### src/rtl/simon_data_in_pkg.sv
// rtl/simon_data_in_pkg.sv - shared constants and state type for the SIMON input unpacker
package simon_data_in_pkg;
    localparam int N_DEF = 16;
    localparam logic [3:0] MODE_DEF = 4'h2;

    localparam int INFO_DIR = 4;
    localparam int INFO_KEY = 5;
    localparam int INFO_TWO = 7;

    function automatic int pkt_bytes(input int n);
        return n / 2 + 2;
    endfunction

    typedef enum logic [2:0] {
        S_WAIT,
        S_LOAD,
        S_KEY,
        S_SEND0,
        S_SEND1,
        S_ACK
    } state_t;
endpackage

### src/rtl/simon_pkt_check.sv
// rtl/simon_pkt_check.sv - combinational header validation for an input packet
module simon_pkt_check
    import simon_data_in_pkg::*;
#(
    parameter logic [3:0] MODE = MODE_DEF
) (
    input  logic [7:0] info,
    input  logic [7:0] count,
    input  logic [7:0] expected,
    output logic       ok,
    output logic [2:0] reason
);
    // reason: [0] sequence count, [1] mode nibble, [2] wrong direction
    assign reason[0] = (count != expected);
    assign reason[1] = (info[3:0] != MODE);
    assign reason[2] = info[INFO_DIR];
    assign ok        = ~|reason;
endmodule

### src/rtl/simon_data_in.sv
// rtl/simon_data_in.sv - input packet unpacker delivering key words or data blocks to the SIMON core
module simon_data_in
    import simon_data_in_pkg::*;
#(
    parameter int         N    = N_DEF,
    parameter logic [3:0] MODE = MODE_DEF
) (
    input  logic                          clk,
    input  logic                          nR,
    input  logic [pkt_bytes(N)*8-1:0]     in,
    input  logic                          donePKT,
    output logic                          readPKT,
    output logic [2*N-1:0]                inDATA,
    output logic [7:0]                    infoIN,
    output logic [7:0]                    countIN,
    output logic                          doneDATA,
    input  logic                          readDATA,
    output logic [4*N-1:0]                key,
    output logic                          loadKEY,
    output logic                          errPKT
);
    state_t         state;
    logic [7:0]     info_q;
    logic [7:0]     count_q;
    logic [4*N-1:0] data_q;
    logic [7:0]     exp_cnt;
    logic           hdr_ok;
    logic [2:0]     hdr_reason;

    simon_pkt_check #(.MODE(MODE)) u_check (
        .info     (info_q),
        .count    (count_q),
        .expected (exp_cnt),
        .ok       (hdr_ok),
        .reason   (hdr_reason)
    );

    always_ff @(posedge clk or negedge nR) begin
        if (!nR) begin
            state    <= S_WAIT;
            info_q   <= '0;
            count_q  <= '0;
            data_q   <= '0;
            exp_cnt  <= '0;
            readPKT  <= 1'b0;
            inDATA   <= '0;
            infoIN   <= '0;
            countIN  <= '0;
            doneDATA <= 1'b0;
            key      <= '0;
            loadKEY  <= 1'b0;
            errPKT   <= 1'b0;
        end else begin
            loadKEY <= 1'b0;
            errPKT  <= 1'b0;
            case (state)
                S_WAIT: begin
                    readPKT <= 1'b0;
                    if (donePKT) begin
                        {info_q, count_q, data_q} <= in;
                        state <= S_LOAD;
                    end
                end
                S_LOAD: begin
                    if (!hdr_ok) begin
                        errPKT  <= 1'b1;
                        readPKT <= 1'b1;
                        state   <= S_ACK;
                    end else begin
                        exp_cnt <= exp_cnt + 8'd1;
                        infoIN  <= info_q;
                        countIN <= count_q;
                        // Outputs are set on entry so they are valid in the first cycle of the next state
                        if (info_q[INFO_KEY]) begin
                            key     <= data_q;
                            loadKEY <= 1'b1;
                            state   <= S_KEY;
                        end else begin
                            inDATA   <= data_q[2*N-1:0];
                            doneDATA <= 1'b1;
                            state    <= S_SEND0;
                        end
                    end
                end
                S_KEY: begin
                    readPKT <= 1'b1;
                    state   <= S_ACK;
                end
                S_SEND0: begin
                    if (readDATA) begin
                        doneDATA <= 1'b0;
                        if (info_q[INFO_TWO]) begin
                            state <= S_SEND1;
                        end else begin
                            readPKT <= 1'b1;
                            state   <= S_ACK;
                        end
                    end
                end
                S_SEND1: begin
                    // First cycle here is the mandatory low gap between the two blocks
                    if (!doneDATA) begin
                        inDATA   <= data_q[4*N-1:2*N];
                        doneDATA <= 1'b1;
                    end else if (readDATA) begin
                        doneDATA <= 1'b0;
                        readPKT  <= 1'b1;
                        state    <= S_ACK;
                    end
                end
                S_ACK: begin
                    if (!donePKT) begin
                        readPKT <= 1'b0;
                        state   <= S_WAIT;
                    end
                end
                default: state <= S_WAIT;
            endcase
        end
    end
endmodule

### config.mk
export PLATFORM = sky130hd
export DESIGN_NAME = simon_data_in
export DESIGN_NICKNAME = d
export VERILOG_FILES = /design/src/rtl/simon_data_in_pkg.sv /design/src/rtl/simon_pkt_check.sv /design/src/rtl/simon_data_in.sv
export SDC_FILE = /design/constraint.sdc
export NUM_CORES = 1
export LEC_CHECK = 0
export ABC_AREA = 1
export ABC_CLOCK_PERIOD_IN_PS = 4500
export BUFFER_PORTS_ARGS = -buffer_cell sky130_fd_sc_hd__buf_2
export CORE_ASPECT_RATIO = 0.5
export CORE_UTILIZATION = 58
export CTS_CLUSTER_SIZE = 10
export DETAILED_ROUTE_END_ITERATION = 6
export PLACE_DENSITY = 0.85
export SLEW_MARGIN = 30
export SYNTH_ARGS = -nofsm -noshare
export SYNTH_HDL_FRONTEND = slang
export SYNTH_SLANG_ARGS = --single-unit
### constraint.sdc
create_clock -name clk -period 4.5 [get_ports clk]
set_input_delay 0.45 -clock clk [delete_from_list [all_inputs] [get_ports clk]]
set_output_delay 0.45 -clock clk [all_outputs]
set_load 0.1 [all_outputs]
==> metrics.txt <==
Pins Over Slew Limit=0; first-pass GRT wire length=33500 µm; clock-pin slew on the worst setup and hold paths=60 ps; I/O Pins=200; Syn Nets=987; # DRC=0; register area share after synthesis=0.613; max cap viols=0; Rel. slew slack=0.407; clock sinks=207; row cnt=30; worst-margin pin slew=890 ps; Layout area overhead=20.4%; final core occ=0.733; Core ar.=13900 µm²; TNS Setup=0 ps; H-tree levels=1; YS warnings=0; Starting Density=0.609; Max FO, Critical Path=54; CP Data Required Time=4880 ps; Tcrit/Tclk final=0.719; placed inst area=9530 µm²; fin nets=1174; die width=173 µm; DRT Wirelength=20500 µm; Setup WS pre-CTS=1280 ps; placer congestion estimate=0.844; Total GRT Usage=0.281; Final Power=7.18 mW; Final Cell Area=10200 µm²; CTS buffer count=24; PwrDens=706 nW/µm²; CP arrival=3610 ps; worst hold slack=158 ps; DR WL/cell=16.0 µm; TritonRoute pass-1 iters=5; Distinct cells, synth=28; minimum clock period=3230 ps; pin count of the biggest net entering global routing=136; critical path endpoint category=register; placed cell count=1254; post-DR vias/cell=5.29; final setup vio count=0; filler cell count=1055; Max Clock Freq=309 MHz; Vias=6782; DP HPWL=13700 µm; synthesized instance count=902; Clock Latency Late Sink=500 ps; Hold/Removal Path Class=in2reg; number of diodes=0; WS Path Type=reg2reg; #FFs+latches synth=207; status=complete, no violations; Layout Cells excl Fill=1281; Antenna Nets Post-Route=0; Hold Buf Count CTS=1; I/O Buffers=199; Die Span Y=87.4 µm; clk_skew=9.54 ps; postcts setup bufs=0; final-report hold violation count=0; static leakage=5.55 nW; Max VDD drop=0.364 mV; GRT Residual Overflow=0; RSZ-0062 raised after global routing=no; initial antenna violation count=0; cell area after synthesis=8450 µm²; syn avg cell area=9.37 µm²; DIE AREA=15100 µm²; final worst slack=1270 ps; TritonCTS clock tree=built; layout cells sized above 1=0.264; violation count after the first detailed-route iteration=586; critical path launch point type=register; CTS max path bufs=3; root buf cell=clkbuf_16; Resized Gates After CTS=0; vias in the first global route=6669
## power by group
| part | leakage, nW | total [mW] | switching, mW | internal (mW) |
|---|---|---|---|---|
| Combinational | 2.54 | 2.80 | 2.17 | 0.635 |
| Sequential | 2.69 | 2.73 | 0.332 | 2.40 |
| Clock | 0.312 | 1.65 | 0.679 | 0.970 |
## sequential cells by signal, summed over array words and instances, names as in the netlist, 3 cells and up
| name | count |
|---|---|
| state | 3 |
| count_q | 8 |
| exp_cnt | 8 |
| info_q | 8 |
| infoIN | 8 |
| countIN | 8 |
| key | 64 |
| data_q | 64 |
| inDATA | 32 |
## synthesized netlist by cell type
| master | count | area (µm²) |
|---|---|---|
| buf_6 | 7 | 78.8 |
| inv_1 | 61 | 229 |
| o21ai_1 | 27 | 135 |
| or2_1 | 1 | 6.26 |
| dfrtp_1 | 207 | 5180 |
| nor4_1 | 1 | 6.26 |
| nor2_1 | 11 | 41.3 |
| a21oi_1 | 3 | 15.0 |
| inv_2 | 9 | 33.8 |
| nor2_4 | 1 | 11.3 |
| nand3_1 | 39 | 195 |
| nor3_1 | 3 | 15.0 |
| nand4_1 | 4 | 25.0 |
| o22ai_1 | 1 | 6.26 |
| buf_1 | 1 | 3.75 |
| clkbuf_1 | 14 | 52.6 |
| xor2_1 | 4 | 35.0 |
| mux2_2 | 37 | 417 |
| nand2_2 | 3 | 18.8 |
| buf_4 | 2 | 15.0 |
| nand2_1 | 339 | 1270 |
| nor3_4 | 1 | 16.3 |
| o211ai_1 | 1 | 7.51 |
| nor2_2 | 2 | 12.5 |
| ha_1 | 1 | 12.5 |
| or2_2 | 1 | 6.26 |
| o21ai_0 | 99 | 495 |
| buf_2 | 22 | 110 |
## final cells by class
class	instances	area (µm²)	share of cell area
well taps	192	240	0.0236
clock buffers	25	626	0.0615
multi-input cells	579	2760	0.271
flip-flops and latches	207	5180	0.509
inverters	70	263	0.0258
repair buffers	207	1100	0.108
clock inverters	1	5.00	0.000492
## layout by cell type (no fill, tap or decap)
cell | synthesis | final
nand2_1 | 339 | 339
dfrtp_1 | 207 | 207
buf_2 | 22 | 198
o21ai_0 | 99 | 99
inv_1 | 61 | 61
nand3_1 | 39 | 39
mux2_2 | 37 | 37
o21ai_1 | 27 | 27
clkbuf_16 | 0 | 26
nor2_1 | 11 | 10
inv_2 | 9 | 9
buf_4 | 2 | 5
nand4_1 | 4 | 4
xor2_1 | 4 | 4
nand2_2 | 3 | 3
nor3_1 | 3 | 3
a21oi_1 | 3 | 3
nor2_2 | 2 | 2
nor2_4 | 1 | 2
buf_12 | 0 | 2
o211ai_1 | 1 | 1
nor3_4 | 1 | 1
or2_1 | 1 | 1
o22ai_1 | 1 | 1
nor4_1 | 1 | 1
or2_2 | 1 | 1
ha_1 | 1 | 1
clkinv_2 | 0 | 1
dlygate4sd3_1 | 0 | 1
## cells by family after synthesis
logic type                 Yosys count  share of synthesized area
AOI/OAI and AO/OA                  131                     0.0780
xor gates and xnor gates             4                    0.00414
adders and majority gates            1                    0.00148
buffers and inverters              116                     0.0619
DFF                                207                      0.613
muxes                               37                     0.0493
and+or+nand+nor                    406                      0.192
## worst max-delay path: stages (launching register included)
cell     delay (ps)
dfrtp_1         480
nor3_4          480
inv_2           420
or2_1           350
nand2_2         490
nand2_2         550
nand2_1         220
nand2_1          90
## layer usage
metal | part of all wire | track usage | vias up
met4 | 0.026 | 0.0861 | 0
met5 | 0 | 0 | -
met2 | 0.46 | 0.454 | 220
li1 | - | - | 3218
met1 | 0.45 | 0.390 | 3299
met3 | 0.061 | 0.0567 | 45
## worst paths after layout
path,from,to,slack [ps],cells after the start
hold reg to reg,key[25],key[25],460,2
min in group asynchronous,nR,countIN[4],550,2
hold / removal,in[17],data_q[17],160,3
setup / recovery,state[1],inDATA[14],1270,7
setup reg to reg,state[1],inDATA[14],1270,7
max in group asynchronous,nR,data_q[10],3000,3
Note: power is estimated with default switching activity, not from simulation.
